--- config.mk ---
export PLATFORM = sky130hd
export DESIGN_NAME = mem_access_initiator
export DESIGN_NICKNAME = d
export VERILOG_FILES = /design/src/rtl/mem_pkg.sv /design/src/rtl/mem_lat_counter.sv /design/src/rtl/mem_access_initiator.sv
export SDC_FILE = /design/constraint.sdc
export NUM_CORES = 1
export LEC_CHECK = 0
export ABC_AREA = 1
export CAP_MARGIN = 30
export CELL_PAD_IN_SITES_DETAIL_PLACEMENT = 1
export CELL_PAD_IN_SITES_GLOBAL_PLACEMENT = 1
export CORE_UTILIZATION = 28
export CTS_BUF_LIST = sky130_fd_sc_hd__clkbuf_16
export DETAILED_ROUTE_END_ITERATION = 10
export HOLD_SLACK_MARGIN = 0.02
export PLACE_DENSITY = 0.79
export SYNTH_ARGS = -nofsm -noshare
export SYNTH_HDL_FRONTEND = slang
export SYNTH_SLANG_ARGS = --single-unit
--- constraint.sdc ---
create_clock -name clk -period 2 [get_ports clk]
set_input_delay 0.4 -clock clk [delete_from_list [all_inputs] [get_ports clk]]
set_output_delay 0.4 -clock clk [all_outputs]
set_load 0.005 [all_outputs]
--- src/rtl/mem_pkg.sv ---
// -----------------------------------------------------------------------------
// mem_pkg
// Shared definitions for the memory access initiator:
//   - state_t  : request FSM states (IDLE / ISSUE / WAIT / RESP)
//   - WORD_AW  : width of the memory-side word address (byte address >> 2)
//   - CNT_W    : width of the read-latency down-counter (RD_LAT-1 fits in it)
//   - byte_to_word : helper that drops the byte offset of a 32-bit address
// -----------------------------------------------------------------------------
package mem_pkg;

  localparam int unsigned WORD_AW = 30;
  localparam int unsigned CNT_W   = 2;

  typedef enum logic [1:0] {
    IDLE  = 2'd0,
    ISSUE = 2'd1,
    WAIT  = 2'd2,
    RESP  = 2'd3
  } state_t;

  function automatic logic [WORD_AW-1:0] byte_to_word(input logic [31:0] addr);
    return addr[31:2];
  endfunction

endpackage

--- src/rtl/mem_lat_counter.sv ---
// -----------------------------------------------------------------------------
// mem_lat_counter
// Read-latency down-counter used while a load waits for memory data.
// Ports:
//   clk        : clock, all state on posedge
//   rst        : asynchronous active-low reset (count 0, zero flag set)
//   i_load     : load i_load_val (has priority over decrement)
//   i_load_val : value to load
//   i_dec      : decrement by one; ignored once the count is already zero
//   o_zero     : registered flag, 1 when the count is zero
// -----------------------------------------------------------------------------
module mem_lat_counter
  import mem_pkg::*;
(
  input  logic             clk,
  input  logic             rst,
  input  logic             i_load,
  input  logic [CNT_W-1:0] i_load_val,
  input  logic             i_dec,
  output logic             o_zero
);

  logic [CNT_W-1:0] r_cnt;
  logic             r_zero;

  // Count register with a zero flag computed one step ahead so it is a flop.
  always_ff @(posedge clk or negedge rst) begin
    if (!rst) begin
      r_cnt  <= {CNT_W{1'b0}};
      r_zero <= 1'b1;
    end else if (i_load) begin
      r_cnt  <= i_load_val;
      r_zero <= (i_load_val == {CNT_W{1'b0}});
    end else if (i_dec && !r_zero) begin
      r_cnt  <= r_cnt - CNT_W'(1);
      r_zero <= (r_cnt == CNT_W'(1));
    end else begin
      r_cnt  <= r_cnt;
      r_zero <= r_zero;
    end
  end

  assign o_zero = r_zero;

endmodule

--- src/rtl/mem_access_initiator.sv ---
// -----------------------------------------------------------------------------
// mem_access_initiator
// Turns one CPU load/store request at a time into a single-cycle memory
// strobe (E with mem_wren or mem_rren), waits RD_LAT cycles for load data,
// and returns a response held until rsp_ready. jisr aborts the transaction.
//
// Parameter:
//   RD_LAT : read-data latency in clk cycles from the issue cycle (1..4)
// Ports:
//   clk, rst                     : clock, asynchronous active-low reset
//   req_valid/req_ready          : request handshake (ready only in IDLE)
//   req_we, req_addr, req_wdata  : store flag, byte address, store data
//   rsp_valid/rsp_ready          : response handshake
//   rsp_rdata, rsp_err           : load data (0 for stores), error flag
//   jisr                         : flush / jump-to-ISR
//   addr_in, data_in             : memory word address and write data (held)
//   mem_wren, mem_rren, E        : memory strobes, high in the ISSUE cycle only
//   out                          : memory read data
// Build option:
//   MEM_MISALIGN_CHECK_EN : when defined, a request with req_addr[1:0] != 0
//   never reaches memory and is answered directly with rsp_err=1, rdata=0.
//   When undefined, the byte offset is ignored and rsp_err is always 0.
// -----------------------------------------------------------------------------
module mem_access_initiator
  import mem_pkg::*;
#(
  parameter int unsigned RD_LAT = 1
) (
  input  logic               clk,
  input  logic               rst,
  input  logic               req_valid,
  output logic               req_ready,
  input  logic               req_we,
  input  logic [31:0]        req_addr,
  input  logic [31:0]        req_wdata,
  output logic               rsp_valid,
  input  logic               rsp_ready,
  output logic [31:0]        rsp_rdata,
  output logic               rsp_err,
  input  logic               jisr,
  output logic [WORD_AW-1:0] addr_in,
  output logic [31:0]        data_in,
  output logic               mem_wren,
  output logic               mem_rren,
  output logic               E,
  input  logic [31:0]        out
);

  localparam logic [CNT_W-1:0] LAT_LOAD = CNT_W'(RD_LAT - 1);

  state_t             r_state;
  logic               r_we;
  logic [WORD_AW-1:0] r_addr;
  logic [31:0]        r_wdata;
  logic               r_req_ready;
  logic               r_rsp_valid;
  logic [31:0]        r_rsp_rdata;
  logic               r_rsp_err;
  logic               r_e;
  logic               r_wren;
  logic               r_rren;

  logic               w_accept;
  logic               w_misalign;
  logic               w_cnt_load;
  logic               w_cnt_dec;
  logic               w_cnt_zero;

`ifdef MEM_MISALIGN_CHECK_EN
  assign w_misalign = (req_addr[1:0] != 2'b00);
`else
  logic w_unused_addr_lsb;
  assign w_misalign        = 1'b0;
  assign w_unused_addr_lsb = ^req_addr[1:0];
`endif

  // jisr in IDLE holds off acceptance for that cycle.
  assign w_accept   = req_valid & r_req_ready & ~jisr;
  assign w_cnt_load = (r_state == ISSUE);
  assign w_cnt_dec  = (r_state == WAIT);

  mem_lat_counter u_lat_cnt (
    .clk        (clk),
    .rst        (rst),
    .i_load     (w_cnt_load),
    .i_load_val (LAT_LOAD),
    .i_dec      (w_cnt_dec),
    .o_zero     (w_cnt_zero)
  );

  // Request FSM; every output is a flop set on the edge that enters its state.
  always_ff @(posedge clk or negedge rst) begin
    if (!rst) begin
      r_state     <= IDLE;
      r_we        <= 1'b0;
      r_addr      <= {WORD_AW{1'b0}};
      r_wdata     <= 32'h0000_0000;
      r_req_ready <= 1'b0;
      r_rsp_valid <= 1'b0;
      r_rsp_rdata <= 32'h0000_0000;
      r_rsp_err   <= 1'b0;
      r_e         <= 1'b0;
      r_wren      <= 1'b0;
      r_rren      <= 1'b0;
    end else begin
      // Strobes are single-cycle; only the accepting edge raises them.
      r_e    <= 1'b0;
      r_wren <= 1'b0;
      r_rren <= 1'b0;
      case (r_state)
        IDLE: begin
          r_rsp_valid <= 1'b0;
          if (w_accept && w_misalign) begin
            // Misaligned request bypasses memory entirely.
            r_state     <= RESP;
            r_req_ready <= 1'b0;
            r_rsp_valid <= 1'b1;
            r_rsp_rdata <= 32'h0000_0000;
            r_rsp_err   <= 1'b1;
          end else if (w_accept) begin
            r_state     <= ISSUE;
            r_req_ready <= 1'b0;
            r_we        <= req_we;
            r_addr      <= byte_to_word(req_addr);
            r_wdata     <= req_wdata;
            r_e         <= 1'b1;
            r_wren      <= req_we;
            r_rren      <= ~req_we;
          end else begin
            r_state     <= IDLE;
            r_req_ready <= 1'b1;
          end
        end
        ISSUE: begin
          // The strobes of this cycle have already gone out; an abort
          // here only suppresses the response.
          if (jisr) begin
            r_state     <= IDLE;
            r_req_ready <= 1'b1;
          end else if (r_we) begin
            r_state     <= RESP;
            r_rsp_valid <= 1'b1;
            r_rsp_rdata <= 32'h0000_0000;
            r_rsp_err   <= 1'b0;
          end else begin
            r_state <= WAIT;
          end
        end
        WAIT: begin
          if (jisr) begin
            r_state     <= IDLE;
            r_req_ready <= 1'b1;
          end else if (w_cnt_zero) begin
            r_state     <= RESP;
            r_rsp_valid <= 1'b1;
            r_rsp_rdata <= out;
            r_rsp_err   <= 1'b0;
          end else begin
            r_state <= WAIT;
          end
        end
        RESP: begin
          if (jisr || rsp_ready) begin
            r_state     <= IDLE;
            r_rsp_valid <= 1'b0;
            r_req_ready <= 1'b1;
          end else begin
            r_state     <= RESP;
            r_rsp_valid <= 1'b1;
          end
        end
        default: begin
          r_state     <= IDLE;
          r_rsp_valid <= 1'b0;
          r_req_ready <= 1'b1;
        end
      endcase
    end
  end

  assign req_ready = r_req_ready;
  assign rsp_valid = r_rsp_valid;
  assign rsp_rdata = r_rsp_rdata;
  assign rsp_err   = r_rsp_err;
  assign addr_in   = r_addr;
  assign data_in   = r_wdata;
  assign E         = r_e;
  assign mem_wren  = r_wren;
  assign mem_rren  = r_rren;

endmodule
==> impl_metrics.env, run 1 <==
export IMPL_rrSetupSlack_ps=380
export IMPL_synth_top_family_by_area="simple AND/OR/NAND/NOR gates"
export IMPL_crit_buf_inv=1
export IMPL_cts_tree="done"
export IMPL_synth_cell_type_count=21
export IMPL_slowest_delay_ps=540
export IMPL_outcome="finished clean"
export IMPL_post_drt_via_cell_ratio=4.32
export IMPL_die_w_um=128
export IMPL_netlist_area_sq_mm=0.00447
export IMPL_worst_setup_path_end_kind="output port"
export IMPL_post_route_period_util_pct=84.7
export IMPL_crit_path_start_kind="register"
export IMPL_grt_usage_pct=16.9
export IMPL_io_pins=202
export IMPL_clk_latency_ps=350
export IMPL_syn_avg_cell_area_sq_um=8.32
export IMPL_grt_max_degree=64
export IMPL_ys_seq_elements=105
export IMPL_fmax_mhz=590
export IMPL_final_setup_tns_ps=0
export IMPL_dieArea_sq_mm=0.0165
export IMPL_synth_mux_area_share_pct=0
export IMPL_switching_power_mw=1.58
export IMPL_finalHoldViolCount=0
export IMPL_crit_family="buffers and inverters"
export IMPL_synth_compound_area_share_pct=1.01
export IMPL_via_count=4081
export IMPL_min_period_ps=1690
export IMPL_yosysSeqAreaShare_pct=58.8
export IMPL_port_buffers=198
export IMPL_drtPass1Iterations=4
export IMPL_rsz0062_at_grt="no"
export IMPL_yosysWarnings=0
export IMPL_synth_top_cell_by_area="dfrtp_1"
export IMPL_cts_sinks=105
export IMPL_grt_pass1_vias=4474
export IMPL_path_max_fanout=3
export IMPL_cts_resized=0
export IMPL_synth_fp_nets=645
export IMPL_pwr_share_comb_pct=25.9
export IMPL_place_ws_ps=82.8
export IMPL_fp_row_count=45
export IMPL_swShare_pct=26.9
export IMPL_ant_nets=0
export IMPL_cap_violations=0
export IMPL_drtIter0Drc=125
export IMPL_cts_setup_buffers=0
export IMPL_synthSimpleGateAreaFrac_pct=30.5
export IMPL_synthAdderAreaFrac_pct=1.68
export IMPL_setup_ws_ps=306
export IMPL_p_seq_share_pct=45.1
export IMPL_synth_top_area_share_pct=58.2
export IMPL_critPathArrivalTime_ps=1290
export IMPL_crit_type="register to output port"
export IMPL_post_dp_hpwl_mm=9.81
export IMPL_detail_route_wl_per_cell_um=14.1
export IMPL_numCtsBuffers=9
export IMPL_p_clk_share_pct=29.0
export IMPL_grt_overflow_total=0
export IMPL_place_congestion=0.775
export IMPL_ir_drop_uv=446
export IMPL_fin_skew_ps=7.41
export IMPL_core_area_sq_mm=0.0154
export IMPL_num_nets_final=838
export IMPL_drive_gt1_share_pct=4.50
export IMPL_slowest_stage="clkdlybuf4s50_1"
export IMPL_p_per_area_mw_per_mm2=843
export IMPL_cp_required_ps=1600
export IMPL_crit_chain="clkdlybuf4s50_1"
export IMPL_dieHeight_um=128
export IMPL_synthTopCellsByArea="dfrtp_1 58%, nand2_1 24%, nand3_1 4.1%, inv_1 3.6%, buf_2 1.8%"
export IMPL_wl_mm=13.3
export IMPL_ctsHtreeMaxLevel=3
export IMPL_path_clk_slew_ps=60
export IMPL_synth_xor_area_share_pct=0.196
export IMPL_drcViolationCount=0
export IMPL_area_growth_pct=56.1
export IMPL_setup_viol=0
export IMPL_clk_path_buf_depth=2
export IMPL_slew_viol_final=0
export IMPL_p_int_mw=4.30
export IMPL_clock_root_buffer="clkbuf_16"
export IMPL_antenna_found_initial=0
export IMPL_antennaDiodeCount=0
export IMPL_netlist_instances=537
export IMPL_grt_pass1_wl_mm=21.9
export IMPL_hold_path_class="register to register"
export IMPL_initial_core_util_pct=29.1
export IMPL_p_leak_nw=3.65
==> state kept, by name, indices dropped and copies added (netlist names), 2 cells and up <==
| register | count |
|---|---|
| addr_in | 30 |
| rsp_rdata | 32 |
| r_state | 2 |
| data_in | 32 |
| u_lat_cnt.r_cnt | 2 |
==> power groups by stage <==
stage	registers, mW	logic [mW]	clock network (mW)
after global routing	2.70	1.68	1.84
final	2.65	1.53	1.71
after detailed placement	2.69	1.55	0
after floorplan	2.69	0.474	0
after global placement	2.67	1.50	0
after CTS	2.66	1.56	1.78
==> path summary, 6_finish.rpt <==
kind,start,endpoint,cells past startpoint
setup / recovery,req_ready,req_ready,1
hold / removal,rsp_rdata[20],rsp_rdata[20],2
setup reg to reg,r_state[0],rsp_rdata[18],8
hold reg to reg,rsp_rdata[20],rsp_rdata[20],2
max in group asynchronous,rst,data_in[6],3
min in group asynchronous,rst,rsp_rdata[22],2
==> final cells by class <==
| cell class | count | area, sq um |
|---|---|---|
| fillers | 1815 | 8390 |
| flip-flops and latches | 105 | 2630 |
| repair buffers | 210 | 2130 |
| multi-input cells | 359 | 1510 |
| well taps | 211 | 264 |
| clock buffers | 9 | 225 |
| inverters | 45 | 169 |
| clock inverters | 5 | 50.0 |
==> synth_stat cells <==
library cell / n
nand2_2: 2
nand3_1: 37
o21ai_0: 5
dfstp_2: 1
nand3_2: 1
buf_2: 16
nor2_4: 1
nand4_2: 1
xor2_1: 1
inv_1: 43
nand2_4: 1
conb_1: 1
nand2_1: 291
buf_4: 5
dfrtp_1: 104
inv_2: 2
buf_6: 4
nor2_1: 8
clkbuf_1: 3
a21oi_1: 4
ha_1: 6
==> per-stage QoR <==
| step | cells | util (%) | hold slack (ps) | instance area, sq um | total power, mW |
|---|---|---|---|---|---|
| floorplan | 537 | - | 104 | 4470 | 3.17 |
| global placement | 929 | 43.5 | 360 | 6690 | 4.17 |
| detailed placement | 929 | 43.5 | 365 | 6690 | 4.23 |
| CTS | 944 | 45.4 | 479 | 6980 | 5.99 |
| global route | 944 | 45.4 | 500 | 6980 | 6.22 |
| finish | 944 | 45.4 | 473 | 6980 | 5.88 |
==> layer usage <==
metal	global-route usage (%)	part of all wire, %
met1	19.5	41
met2	28.9	48
met3	5.86	8.9
met4	6.64	1.7
met5	0	0
==> repair_timing <==
action                                  in CTS  in global routing
hold buffers                                 1                  0
endpoints found under the setup margin       0                  0
hold endpoints to repair                    24                  0
==> layout by cell type (no fill, tap or decap), drive strengths merged <==
cell	instances
clkbuf	9
clkinv	2
buf	12
ha	6
nor2	9
nand2	294
bufinv	1
o21ai	5
conb	1
nand3	38
clkdlybuf4s50	197
dlygate4sd3	1
dfrtp	104
nand4	1
xor2	1
a21oi	4
dfstp	1
inv	46
clkinvlp	1
==> logic make-up (layout without fill, tap and decap cells) <==
family                   Yosys count  count (layout)
AO/OA/AOI/OAI                      9               9
XOR/XNOR                           1               1
adder cells (fa/ha/maj)            6               6
buffers and inverters             73             269
flip-flops                       105             105
other                              1               1
AND/OR/NAND/NOR                  342             342
(Power assumes the default switching activity.)
==> inputs of run 2 (changes only) <==
--- a/config.mk
+++ b/config.mk
@@ -9,7 +9,7 @@
 export CAP_MARGIN = 30
 export CELL_PAD_IN_SITES_DETAIL_PLACEMENT = 1
 export CELL_PAD_IN_SITES_GLOBAL_PLACEMENT = 1
-export CORE_UTILIZATION = 28
+export CORE_UTILIZATION = 27
 export CTS_BUF_LIST = sky130_fd_sc_hd__clkbuf_16
 export DETAILED_ROUTE_END_ITERATION = 10
 export HOLD_SLACK_MARGIN = 0.02
==> constraint.sdc (replaced) <==
create_clock -name clk -period 1.4 [get_ports clk]
set_input_delay 0.28 -clock clk [delete_from_list [all_inputs] [get_ports clk]]
set_output_delay 0.28 -clock clk [all_outputs]
set_load 0.005 [all_outputs]
==> run 2 against run 1 <==
The run now ends with setup timing left. Die area up 3.6%. Sequential power up 48%. Register-to-register slack worse by 630 ps. Sequential share of layout area down 8.0 points. Worst setup slack worse by 550 ps. Hold slack worse by 95 ps. First-iteration DRC count up 32%. Core utilization up 10 points. Combinational power up 110%.
==> impl_metrics.env, run 2 (synthesis gave the netlist of run 1 again) <==
export IMPL_clk_latency_ps=350
export IMPL_crit_chain="inv_2 -> buf_6 -> ha_4 -> buf_6 -> nand2_2 -> nand2_2 -> nor2_4 -> buf_12 -> clkbuf_16 -> nand3_1 -> nand2_1"
export IMPL_place_congestion=0.776
export IMPL_p_leak_nw=4.86
export IMPL_finalHoldViolCount=0
export IMPL_min_period_ps=1650
export IMPL_drtIter0Drc=165
export IMPL_detail_route_wl_per_cell_um=18.9
export IMPL_cts_sinks=105
export IMPL_crit_path_start_kind="register"
export IMPL_cp_required_ps=1680
export IMPL_ctsHtreeMaxLevel=3
export IMPL_grt_pass1_vias=5179
export IMPL_area_growth_pct=98.3
export IMPL_drtPass1Iterations=4
export IMPL_startpoint="r_state[1]"
export IMPL_crit_family="buffers and inverters"
export IMPL_wl_mm=19.5
export IMPL_worst_setup_path_end_kind="register"
export IMPL_grt_usage_pct=21.9
export IMPL_cts_tree="done"
export IMPL_ant_nets=0
export IMPL_wl_met3_mm=1.29
export IMPL_wl_met2_mm=10.6
export IMPL_dieArea_sq_mm=0.0171
export IMPL_final_cell_mix="120 x nand2_1, 104 x dfrtp_1, 104 x nand2_2"
export IMPL_dieHeight_um=131
export IMPL_fp_row_count=46
export IMPL_grt_pass1_wl_mm=27.9
export IMPL_hold_path_class="primary input to asynchronous set/reset pin"
export IMPL_highest_layer="met4"
export IMPL_initial_core_util_pct=27.9
export IMPL_path_clk_slew_ps=70
export IMPL_failed_checks="setup timing"
export IMPL_layout_commonest_cell="nand2_1"
export IMPL_fillCellCount=1784
export IMPL_wl_met1_mm=7.20
export IMPL_cap_violations=0
export IMPL_grt_max_degree=39
export IMPL_via_count=4722
export IMPL_reg2reg_to="rsp_rdata[21]"
export IMPL_post_route_period_util_pct=118
export IMPL_setup_ws_ps=-248
export IMPL_clk_path_buf_depth=2
export IMPL_final_util_pct=55.4
export IMPL_r2r_start="r_state[1]"
export IMPL_ff2ff_path_depth=11
export IMPL_regArea_sq_mm=0.00263
export IMPL_path_max_fanout=6
export IMPL_drcViolationCount=0
export IMPL_io_pins=202
export IMPL_grt_overflow_total=0
export IMPL_fin_skew_ps=6.33
export IMPL_slew_viol_final=0
export IMPL_p_per_area_mw_per_mm2=1070
export IMPL_drive_gt1_share_pct=38.4
export IMPL_port_buffers=198
export IMPL_fmax_mhz=607
export IMPL_antenna_found_initial=0
export IMPL_rsz0062_at_grt="yes"
export IMPL_antennaDiodeCount=0
export IMPL_slowest_stage="dfrtp_1"
export IMPL_clock_root_buffer="clkbuf_16"
export IMPL_post_drt_via_cell_ratio=4.58
export IMPL_slowest_delay_ps=370
export IMPL_post_dp_hpwl_mm=10.6
export IMPL_die_w_um=131
export IMPL_hold_slack_ps=378
export IMPL_crit_type="register to register"
export IMPL_critPathArrivalTime_ps=1930
export IMPL_crit_buf_inv=5
export IMPL_rrSetupSlack_ps=-250
export IMPL_numCtsBuffers=9
export IMPL_outcome="finished, violations left"
export IMPL_multi_input_area_sq_mm=0.00243
export IMPL_setup_viol=97
export IMPL_ir_drop_uv=556
export IMPL_num_nets_final=920
export IMPL_core_area_sq_mm=0.0160
run 2: cell type report:
cell class | instances | share of cell area, %
clock inverter | 6 | 0.409
sequential | 105 | 29.7
clock buffer | 9 | 2.54
timing repair buffer | 292 | 34.9
tap | 216 | 3.05
inverter | 45 | 2.02
multi-input combinational | 359 | 27.4
run 2: metrics by stage:
stage	instance area, sq um	instances	power (mW)	setup TNS [ps]	setup slack, ps
after CTS	8180	1029	8.91	-14880	-203
after floorplan	4500	537	4.55	-992	-33.1
after global routing	8860	1032	9.91	-18350	-308
after global placement	6910	955	6.06	-17040	-256
final	8860	1032	9.44	-12140	-248
after detailed placement	6910	955	6.16	-20760	-347
run 2: worst max path at each step:
stage,to,slack (ps),depth (start not counted)
after floorplan,rsp_rdata[10],-30,9
after detailed placement,rsp_rdata[16],-350,9
after CTS,rsp_rdata[28],-200,10
after global placement,rsp_rdata[0],-260,9
final,rsp_rdata[21],-250,11
after global routing,rsp_rdata[21],-310,11
run 2: power breakdown:
group / switching (mW) / leakage [nW] / total (mW) / internal, mW
registers: 0.413 / 1.36 / 3.93 / 3.51
logic: 1.43 / 3.39 / 3.15 / 1.72
clock network: 1.18 / 0.122 / 2.37 / 1.19
run 2: timing repair:
item | CTS | global route
pin swaps | 50 | 60
cloned | 13 | 4
resized for setup | 226 | 202
endpoints found under the setup margin | 197 | 102
hold buffers | 1 | 0
buffers inserted | 45 | 9
hold endpoints to repair | 17 | 0
run 2: layer usage:
metal,vias to the layer above,GRT usage (%)
li1,2164,-
met1,2343,24.1
met2,178,40.1
met3,37,5.86
met4,0,8.18
met5,-,0
